### src/rtl/clk_ss_pkg.sv
// Shared definitions for the clock-subsystem frequency monitor.
//   mon_state_e     : monitor FSM states
//   win_cnt_width() : counter width able to hold 0..value-1 (minimum 1 bit)
//   DEF_*           : default parameter values for the monitor and its synchroniser
package clk_ss_pkg;

    typedef enum logic [1:0] {
        ST_IDLE  = 2'd0,
        ST_PRIME = 2'd1,
        ST_RUN   = 2'd2
    } mon_state_e;

    localparam int DEF_NUM_CH      = 6;
    localparam int DEF_CNT_W       = 20;
    localparam int DEF_WIN_CYC     = 100000;
    localparam int DEF_SYNC_STAGES = 3;

    function automatic int win_cnt_width(input int value);
        int width;
        width = 1;
        while ((1 << width) < value) begin
            width++;
        end
        return width;
    endfunction

endpackage

### src/rtl/clk_tgl_sync.sv
// Toggle-input synchroniser with transition detector.
// Brings one asynchronous divided-clock toggle into the CSR domain through a
// SYNC_STAGES flop chain, keeps one history flop behind the last stage and
// pulses edge_pulse for one cycle on every rising or falling transition.
//   clk_csr_clk     in  : CSR clock
//   rst_csr_reset_n in  : asynchronous active-low reset
//   tgl_in          in  : asynchronous toggle input
//   edge_pulse      out : one-cycle pulse per synchronised transition
module clk_tgl_sync
    import clk_ss_pkg::*;
#(
    parameter int SYNC_STAGES = DEF_SYNC_STAGES
) (
    input  logic clk_csr_clk,
    input  logic rst_csr_reset_n,
    input  logic tgl_in,
    output logic edge_pulse
);

    logic [SYNC_STAGES-1:0] sync_q;
    logic [SYNC_STAGES-1:0] sync_d;
    logic                   hist_q;
    logic                   hist_d;

    always_comb begin
        sync_d = {sync_q[SYNC_STAGES-2:0], tgl_in};
        hist_d = sync_q[SYNC_STAGES-1];
    end

    always_ff @(posedge clk_csr_clk or negedge rst_csr_reset_n) begin
        if (!rst_csr_reset_n) begin
            sync_q <= '0;
            hist_q <= 1'b0;
        end else begin
            sync_q <= sync_d;
            hist_q <= hist_d;
        end
    end

    assign edge_pulse = sync_q[SYNC_STAGES-1] ^ hist_q;

endmodule

### src/rtl/clk_freq_mon.sv
// Multi-channel clock frequency / activity monitor, CSR clock domain only.
// Each channel's divided-clock toggle is synchronised, its transitions are
// counted over a window of WIN_CYC CSR cycles, and at each window close the
// count, an alive flag and a sticky out-of-range flag are published.
//   clk_csr_clk     in  : CSR clock
//   rst_csr_reset_n in  : asynchronous active-low reset
//   mon_en          in  : measurement enable
//   ch_tgl_in       in  : [NUM_CH] asynchronous toggle inputs
//   lim_lo / lim_hi in  : [NUM_CH*CNT_W] inclusive per-channel count limits
//   lost_clr        in  : [NUM_CH] clear for ch_lost
//   ch_cnt          out : [NUM_CH*CNT_W] last completed window count
//   cnt_valid       out : one-cycle pulse coincident with a new ch_cnt
//   ch_alive        out : [NUM_CH] last completed count was non-zero
//   ch_lost         out : [NUM_CH] sticky, some window fell outside limits
//
// state | meaning
// IDLE  | counters held at 0, edges ignored, waiting for mon_en
// PRIME | SYNC_STAGES+1 cycles flushing stale synchroniser state
// RUN   | window counter running, edges accumulated, results at wrap
module clk_freq_mon
    import clk_ss_pkg::*;
#(
    parameter int NUM_CH      = DEF_NUM_CH,
    parameter int CNT_W       = DEF_CNT_W,
    parameter int WIN_CYC     = DEF_WIN_CYC,
    parameter int SYNC_STAGES = DEF_SYNC_STAGES
) (
    input  logic                    clk_csr_clk,
    input  logic                    rst_csr_reset_n,
    input  logic                    mon_en,
    input  logic [NUM_CH-1:0]       ch_tgl_in,
    input  logic [NUM_CH*CNT_W-1:0] lim_lo,
    input  logic [NUM_CH*CNT_W-1:0] lim_hi,
    input  logic [NUM_CH-1:0]       lost_clr,
    output logic [NUM_CH*CNT_W-1:0] ch_cnt,
    output logic                    cnt_valid,
    output logic [NUM_CH-1:0]       ch_alive,
    output logic [NUM_CH-1:0]       ch_lost
);

    localparam int WIN_W   = win_cnt_width(WIN_CYC);
    localparam int PRIME_W = win_cnt_width(SYNC_STAGES + 1);

    localparam logic [WIN_W-1:0]   WIN_LAST   = WIN_W'(WIN_CYC - 1);
    localparam logic [PRIME_W-1:0] PRIME_LOAD = PRIME_W'(SYNC_STAGES);
    localparam logic [CNT_W-1:0]   CNT_MAX    = '1;

    mon_state_e         state_q;
    mon_state_e         state_d;
    logic [WIN_W-1:0]   win_cnt_q;
    logic [WIN_W-1:0]   win_cnt_d;
    logic [PRIME_W-1:0] prime_cnt_q;
    logic [PRIME_W-1:0] prime_cnt_d;
    logic               cnt_valid_q;
    logic               cnt_valid_d;
    logic               run_active;
    logic               win_close;
    logic [NUM_CH-1:0]  ch_edge;

    // ------------------------------------------------------------------
    // Control FSM
    // ------------------------------------------------------------------
    always_comb begin
        state_d     = state_q;
        win_cnt_d   = win_cnt_q;
        prime_cnt_d = prime_cnt_q;
        run_active  = 1'b0;
        win_close   = 1'b0;

        if (!mon_en) begin
            // Dropping the enable abandons any open window without a result.
            state_d     = ST_IDLE;
            win_cnt_d   = '0;
            prime_cnt_d = '0;
        end else begin
            unique case (state_q)
                ST_IDLE: begin
                    state_d     = ST_PRIME;
                    prime_cnt_d = PRIME_LOAD;
                    win_cnt_d   = '0;
                end
                ST_PRIME: begin
                    if (prime_cnt_q == '0) begin
                        state_d   = ST_RUN;
                        win_cnt_d = '0;
                    end else begin
                        prime_cnt_d = prime_cnt_q - 1'b1;
                    end
                end
                ST_RUN: begin
                    run_active = 1'b1;
                    if (win_cnt_q == WIN_LAST) begin
                        win_close = 1'b1;
                        win_cnt_d = '0;
                    end else begin
                        win_cnt_d = win_cnt_q + 1'b1;
                    end
                end
                default: begin
                    state_d     = ST_IDLE;
                    win_cnt_d   = '0;
                    prime_cnt_d = '0;
                end
            endcase
        end

        cnt_valid_d = win_close;
    end

    always_ff @(posedge clk_csr_clk or negedge rst_csr_reset_n) begin
        if (!rst_csr_reset_n) begin
            state_q     <= ST_IDLE;
            win_cnt_q   <= '0;
            prime_cnt_q <= '0;
            cnt_valid_q <= 1'b0;
        end else begin
            state_q     <= state_d;
            win_cnt_q   <= win_cnt_d;
            prime_cnt_q <= prime_cnt_d;
            cnt_valid_q <= cnt_valid_d;
        end
    end

    assign cnt_valid = cnt_valid_q;

    // ------------------------------------------------------------------
    // Per-channel synchroniser, accumulator and limit compare
    // ------------------------------------------------------------------
    for (genvar i = 0; i < NUM_CH; i++) begin : gen_ch
        logic [CNT_W-1:0] acc_q;
        logic [CNT_W-1:0] acc_d;
        logic [CNT_W-1:0] acc_inc;
        logic [CNT_W-1:0] cnt_q;
        logic [CNT_W-1:0] cnt_d;
        logic             alive_q;
        logic             alive_d;
        logic             lost_q;
        logic             lost_d;
        logic [CNT_W-1:0] lo;
        logic [CNT_W-1:0] hi;

        clk_tgl_sync #(
            .SYNC_STAGES (SYNC_STAGES)
        ) u_sync (
            .clk_csr_clk     (clk_csr_clk),
            .rst_csr_reset_n (rst_csr_reset_n),
            .tgl_in          (ch_tgl_in[i]),
            .edge_pulse      (ch_edge[i])
        );

        assign lo = lim_lo[i*CNT_W +: CNT_W];
        assign hi = lim_hi[i*CNT_W +: CNT_W];

        // Saturating increment; an edge on the closing cycle is folded in.
        assign acc_inc = (ch_edge[i] && (acc_q != CNT_MAX)) ? acc_q + 1'b1 : acc_q;

        always_comb begin
            acc_d   = acc_q;
            cnt_d   = cnt_q;
            alive_d = alive_q;
            lost_d  = lost_q;

            if (lost_clr[i]) begin
                lost_d = 1'b0;
            end

            if (win_close) begin
                cnt_d   = acc_inc;
                alive_d = (acc_inc != '0);
                acc_d   = '0;
                // Applied after the clear so a simultaneous violation wins.
                if ((acc_inc < lo) || (acc_inc > hi)) begin
                    lost_d = 1'b1;
                end
            end else if (run_active) begin
                acc_d = acc_inc;
            end else begin
                acc_d = '0;
            end
        end

        always_ff @(posedge clk_csr_clk or negedge rst_csr_reset_n) begin
            if (!rst_csr_reset_n) begin
                acc_q   <= '0;
                cnt_q   <= '0;
                alive_q <= 1'b0;
                lost_q  <= 1'b0;
            end else begin
                acc_q   <= acc_d;
                cnt_q   <= cnt_d;
                alive_q <= alive_d;
                lost_q  <= lost_d;
            end
        end

        assign ch_cnt[i*CNT_W +: CNT_W] = cnt_q;
        assign ch_alive[i]              = alive_q;
        assign ch_lost[i]               = lost_q;
    end

endmodule

### config.mk
export PLATFORM = sky130hd
export DESIGN_NAME = clk_freq_mon
export DESIGN_NICKNAME = d
export VERILOG_FILES = /design/src/rtl/clk_ss_pkg.sv /design/src/rtl/clk_tgl_sync.sv /design/src/rtl/clk_freq_mon.sv
export SDC_FILE = /design/constraint.sdc
export NUM_CORES = 1
export LEC_CHECK = 0
export CAP_MARGIN = 30
export CORE_MARGIN = 8
export CORE_UTILIZATION = 53
export CTS_BUF_LIST = sky130_fd_sc_hd__clkbuf_16
export CTS_CLUSTER_DIAMETER = 40
export DETAILED_ROUTE_END_ITERATION = 16
export PLACE_DENSITY = 0.85
export SYNTH_ARGS = -nofsm -noshare
export SYNTH_HDL_FRONTEND = slang
export SYNTH_SLANG_ARGS = --single-unit
### constraint.sdc
create_clock -name clk_csr_clk -period 4.6 [get_ports clk_csr_clk]
set_input_delay 1.15 -clock clk_csr_clk [delete_from_list [all_inputs] [get_ports clk_csr_clk]]
set_output_delay 1.15 -clock clk_csr_clk [all_outputs]
set_load 0.1 [all_outputs]
# After elaboration in Yosys (flattened, before gate mapping)
# Cells that the tools add are included.
# W data, S select, Z words.
[word_totals] register_bits=298 in_bits=255 out_inout_bits=133 wordCells=151
[op_classes] add_sub_neg=8 n_lt_le_gt_ge=12 eq_ne=12 mux=51 bitwise=6 n_reduce_logical=22
[ops] operator="$mux W20" count=18
[ops] operator="$add A20 B1 Y20 const B" count=6
[ops] operator="$gt A20 B20 Y1" count=6
[ops] operator="$lt A20 B20 Y1" count=6
[ops] operator="$ne A20 B20 Y1 const B" count=6
[ops] operator="$reduce_bool A20 Y1" count=6
[ops] operator="$mux W17" count=3
[ops] operator="$pmux W17 S2" count=1
[ops] operator="$mux W1" count=23
[ops] operator="$add A17 B1 Y17 const B" count=1
[ops] operator="$eq A17 B17 Y1 const B" count=1
[ops] operator="$pmux W2 S3" count=2
[ops] operator="$mux W2" count=4
[ops] operator="$logic_and A1 B1 Y1" count=6
[ops] operator="$logic_or A1 B1 Y1" count=6
[ops] operator="$ne A3 B3 Y1 const B" count=2
[ops] operator="$xor A1 B1 Y1" count=6
[ops] operator="$logic_not A2 Y1" count=2
[ops] operator="$reduce_and A2 Y1" count=2
[ops] operator="$eq A2 B1 Y1 const B" count=1
[ops] operator="$eq A2 B2 Y1 const B" count=1
[ops] operator="$ne A2 B2 Y1 const B" count=1
[ops] operator="$sub A2 B1 Y2 const B" count=1

# Longest topological paths before layout
[logic_depth] ltp_word=7 ltp_mapped=17 ltp_nobuf=17

# Hierarchy
# A second synthesis with hierarchy kept.
[hier_totals] cells_unflattened=2360 hier_area_um2=20148.1
[modules_own_cells] module="clk_freq_mon" instances=1 cells_each=2330 area_per_inst_um2=19494.9 seq_area_each_um2=6856.6
[modules_own_cells] module="clk_tgl_sync" instances=6 cells_each=5 area_per_inst_um2=108.9 seq_area_each_um2=100.1

# Least setup slack after synthesis
# No wires, ideal clock.
[synth_path] kind="flip-flop to flip-flop" startpoint="reg gen_ch[5].acc_q[0]" endpoint="reg gen_ch[5].lost_q" setup_time_ps=132 arrival_ps=3454 required_time_ps=4468 slack_ps=1015 stages_incl_launch_ff=18 path_buffers=1 period_less_slack_ps=3585 path_cell_list="dfrtp_1 ha_1 nand3_1 or2_1 or4_1 buf_2 and3_1 xnor2_1 inv_1 ha_1 a21o_1 a21o_1 a21oi_1 o21ai_0 o2111ai_1 a21oi_1 o221ai_1 or3b_1"
[synth_between] elab_chain_len=7 elab_cells_between_ends=9 cone_classes="add/sub (1); order compare (2); eq/ne (1); mux (3); reduce/logical (2)"
[synth_lines] item="start, declared" line_no="clk_freq_mon.sv:130" rtl="logic [CNT_W-1:0] acc_q;"
[synth_lines] item="start signal, assigned" line_no="clk_freq_mon.sv:184" rtl="acc_q <= '0;"
[synth_lines] item="start signal, assigned" line_no="clk_freq_mon.sv:189" rtl="acc_q <= acc_d;"
[synth_lines] item="parallel branches: the longest is 2 deep, another holds $add A20 B1 Y20"
[synth_lines] item="$mux W20 *" line_no="clk_freq_mon.sv:155" rtl="assign acc_inc = (ch_edge[i] && (acc_q != CNT_MAX)) ? acc_q + 1'b1 : acc_q;"
[synth_lines] item="via gen_ch[5].acc_inc[5]" line_no="clk_freq_mon.sv:132" rtl="logic [CNT_W-1:0] acc_inc;"
[synth_lines] item="$lt A20 B20 Y1 or $gt A20 B20 Y1 (tied branches)" line_no="clk_freq_mon.sv:172" rtl="if ((acc_inc < lo) || (acc_inc > hi)) begin"
[synth_lines] item="$logic_or A1 B1 Y1 *" line_no="clk_freq_mon.sv:172"
[synth_lines] item="$mux W1 *" line_no="clk_freq_mon.sv:172"
[synth_lines] item="$mux W1 *" line_no="clk_freq_mon.sv:167" rtl="if (win_close) begin"
[synth_lines] item="via gen_ch[5].lost_d" line_no="clk_freq_mon.sv:138" rtl="logic lost_d;"
[synth_lines] item="end signal, assigned" line_no="clk_freq_mon.sv:192" rtl="lost_q <= lost_d;"
[synth_lines] item="end, declared" line_no="clk_freq_mon.sv:137" rtl="logic lost_q;"
# Mark *: on every way through the listed nets, which the timed path passes.
# A chain may end at the register's enable or synchronous reset.

# Final worst setup path
[layout_path] startpoint="reg gen_ch[4].acc_q[0]" endpoint="reg gen_ch[4].lost_q"
[layout_between] elab_chain_len=7 elab_cells_between_ends=9 cone_classes="add/sub (1); order compare (2); eq/ne (1); mux (3); reduce/logical (2)"
[layout_lines] item="start, declared" line_no="clk_freq_mon.sv:130"
[layout_lines] item="start signal, assigned" line_no="clk_freq_mon.sv:184"
[layout_lines] item="start signal, assigned" line_no="clk_freq_mon.sv:189"
[layout_lines] item="parallel branches: the longest is 2 deep, another holds $add A20 B1 Y20"
[layout_lines] item="$mux W20 *" line_no="clk_freq_mon.sv:155"
[layout_lines] item="via gen_ch[4].acc_inc[5]" line_no="clk_freq_mon.sv:132"
[layout_lines] item="$lt A20 B20 Y1 or $gt A20 B20 Y1 (tied branches)" line_no="clk_freq_mon.sv:172"
[layout_lines] item="$logic_or A1 B1 Y1 *" line_no="clk_freq_mon.sv:172"
[layout_lines] item="$mux W1 *" line_no="clk_freq_mon.sv:172"
[layout_lines] item="$mux W1 *" line_no="clk_freq_mon.sv:167"
[layout_lines] item="via gen_ch[4].lost_d" line_no="clk_freq_mon.sv:138"
[layout_lines] item="end signal, assigned" line_no="clk_freq_mon.sv:192"
[layout_lines] item="end, declared" line_no="clk_freq_mon.sv:137"
# Marked as above.

==> flow_summary_export.csv <==
group,metric,value,unit
outcome,status,"completed",
worst_hold_path,hold_path.class,"flop to flop",
job,maxCapViolCount,0,
setup_path,cp-start-kind,"flop",
timing,finalHoldViolCount,0,
routing,dr_total_vias,18510,
yosys,synth_edf_count,0,
timing,setup_tns,0,ns
routing,wl,60950,um
setup_path,cp-end-kind,"flop",
timing,skew,0.01112,ns
yosys,ys_ff_latch,298,
setup_path,crit_path_cell_trace,"ha_1 > nand4_1 > or4_1 > nand3_1 > xor2_1 > inv_1 > ha_1 > a21o_1 > a21oi_1 > nor2b_1 > o21ai_0 > a31oi_1 > a2111oi_0 > o22ai_1 > a31o_1",
yosys,async_reset_ff_share,100.0,%
grt,grt-ovfl-total,0,
placement,gp_congestion,0.9258,
timing,slew_headroom,29.77,%
cells_and_area,fin_nets,3218,
grt,grt_pass1_vias,19090,
yosys,netlist_instances,2314,
timing,fmax,245.2,MHz
yosys,syn_nets,2811,
cells_and_area,final_cell_mix,"386 x clkdlybuf4s50_1, 361 x inv_1, 298 x dfrtp_1",
placement,place_area,24630,um^2
clock_network,root_buffer,"clkbuf_16",
setup_path,cp.required,5.03,ns
floorplanning,initial_core_util,53.87,%
yosys,yosysWarnings,0,
setup_path,cp.arrival,4.51,ns
cells_and_area,post-route-util,71.22,%
clock_network,cts.path.max_buffers,3,
clock_network,htreeDepth,2,
power_and_ir_drop,power.density,253.7,nW/um^2
timing,setup_ws,0.5211,ns
setup_path,crit_slowest_cell,"or4_1",
setup_path,slowest_delay,0.58,ns
routing,ant_nets,0,
power_and_ir_drop,p_leak,13.64,nW
setup_path,path_delay_family,"compound AO/OA/AOI/OAI gates",
timing,timing.final.crit_share,88.67,%
floorplanning,io_pins,388,
timing,setup_violations,0,
timing,worst_slew_pin_slew,1.050,ns
clock_network,cts.sinks,298,
placement,dpl.hpwl,46990,um
floorplanning,dieArea,43730,um^2
placement,dp_cells,3141,
grt,grt_usage,27.34,%
placement,dp_slack,0.6120,ns
placement,port_buffers,387,
timing,report.final.slew_viol_count,0,
yosys,synth_area,19770,um^2
routing,dr.pass1.iters,5,
yosys,seq_area_frac_synth,37.72,%
floorplanning,rows,70,
setup_path,crit_top_cell,"ha_1",
cells_and_area,drive_above_1_share,5.009,%
clock_network,cts_hold_buf,0,
clock_network,cts_resized,0,
grt,antenna_found_initial,5,
clock_network,insertion_delay,0.54,ns
floorplanning,core-area,36700,um^2
clock_network,numCtsBuffers,46,
routing,avgRoutedWirePerCell,18.90,um
grt,grt_max_degree,234,
clock_network,cts_tree,"done",
grt,grt_pass1_wl,98870,um
floorplanning,die_y,209.1,um
timing,rsz0062_at_grt,"false",
yosys,synth_cell_type_count,73,
routing,drtIter0Drc,1320,
yosys,synth.avg_cell_area,8.543,um^2
cells_and_area,final_cell_count_no_fill,3225,
clock_network,clk_pin_slew_worst_paths,0.05,ns
power_and_ir_drop,ir_worst_vdd,0.2504,mV
cells_and_area,area_delta_synth_final,32.22,%
clock_network,postCtsSetupBuffers,0,
yosys,synth-main-ff-cell,"dfrtp_1",
cells_and_area,design_area,26140,um^2
timing,period_needed,4.079,ns
routing,route.detailed.drc,0,
setup_path,cp_max_fo,7,
floorplanning,die_w,209.1,um
setup_path,critPathKind,"flop to flop",
routing,via_per_inst,5.738,
cells_and_area,final_common_cell,"clkdlybuf4s50_1",
setup_path,path_buf_inv,1,
[report_power, final]
group / leakage [nW] / internal [mW] / switching (mW) / total, mW
Sequential: 4.10 / 2.64 / 0.0147 / 2.66
Combinational: 8.80 / 0.306 / 0.282 / 0.588
Clock: 0.741 / 2.10 / 1.29 / 3.39
Total: 13.6 / 5.05 / 1.58 / 6.63
[cell type report]
| cell class | instances | area, um^2 |
|---|---|---|
| Multi-Input combinational cell | 1592 | 10670 |
| Clock buffer | 47 | 1176 |
| Antenna cell | 2 | 5.005 |
| Clock inverter | 35 | 327.8 |
| Inverter | 358 | 1344 |
| Timing Repair Buffer | 425 | 4567 |
| Fill cell | 2757 | 10560 |
| Tap cell | 468 | 585.6 |
| Sequential cell | 298 | 7457 |
[flip-flops by register name, summed over array words and instances, names as in the netlist]
register              flops
gen_ch.lost_q             6
cnt_valid                 1
win_cnt_q                17
gen_ch.alive_q            6
gen_ch.acc_q            120
prime_cnt_q               2
gen_ch.u_sync.hist_q      6
gen_ch.u_sync.sync_q     18
state_q                   2
gen_ch.cnt_q            120
[final timing paths]
| path | startpoint | end | slack, ns | cells after the start |
|---|---|---|---|---|
| worst max-delay path | gen_ch[4].acc_q[0] | gen_ch[4].lost_q | 0.52 | 15 |
| worst min-delay path | gen_ch[4].u_sync.sync_q[1] | gen_ch[4].u_sync.sync_q[2] | 0.34 | 0 |
| worst max register to register | gen_ch[4].acc_q[0] | gen_ch[4].lost_q | 0.52 | 15 |
| worst min register to register | gen_ch[4].u_sync.sync_q[1] | gen_ch[4].u_sync.sync_q[2] | 0.34 | 0 |
| max in group asynchronous | rst_csr_reset_n | gen_ch[5].alive_q | 3.07 | 2 |
| min in group asynchronous | rst_csr_reset_n | gen_ch[4].u_sync.sync_q[0] | 0.67 | 1 |
[kinds of logic after synthesis]
family,count (synthesis),share of synthesized area [%]
AO/OA/AOI/OAI,424,12.88
XOR/XNOR,108,4.918
adder cells (fa/ha/maj),242,15.32
buffers and inverters,424,8.349
flip-flops,298,37.72
multiplexers,17,0.8734
AND/OR/NAND/NOR,801,19.94
[per-stage QoR]
| stage | hold slack (ns) | power, mW |
|---|---|---|
| after detailed placement | 0.3347 | 3.283 |
| after CTS | 0.3372 | 6.679 |
| after global placement | 0.3321 | 3.260 |
| after floorplan | 0.3312 | 2.922 |
| final | 0.3355 | 6.631 |
| after global routing | 0.3492 | 6.852 |
[routing by layer]
metal | share of wire, % | GRT usage [%] | routed length (um) | vias up
li1 | - | - | - | 8719
met1 | 42 | 34.37 | 25540 | 8915
met2 | 48 | 46.16 | 29320 | 711
met3 | 6.5 | 5.462 | 3950 | 155
met4 | 3.5 | 10.09 | 2105 | 6
met5 | 0.062 | 0 | 38 | -
[cells in the mapped netlist (all sizes together), types with 7 or more instances]
library cell	n	area (um^2)
and3	40	250.2
inv	358	1344
xnor2	37	342.8
ha	242	3028
buf	23	145.1
nand4	85	531.8
a21o	54	405.4
nor3	41	205.2
or4	9	67.56
clkbuf	43	161.4
a21oi	89	445.4
or3	7	48.80
a31oi	13	87.58
nor4	22	158.9
o21a	12	90.09
a41oi	8	70.07
dfrtp	298	7457
and2	14	87.58
xor2	71	629.4
o22ai	7	43.79
nor2	216	813.3
a211oi	8	60.06
and4	19	166.4
nand2	205	779.5
nand2b	11	68.82
o21ai	184	920.9
mux2i	15	150.1
nand3	79	395.4
nor2b	28	175.2
[worst reg2reg max path, delay by kind of cell (launching register included)]
kind	cells	cell delay, ns
buffers and inverters	1	0.15
flip-flops	1	0.46
XOR/XNOR	1	0.34
adder cells (fa/ha/maj)	2	0.61
AO/OA/AOI/OAI	7	1.51
AND/OR/NAND/NOR	4	0.91
No activity file was read; power rests on OpenSTA's default activity.
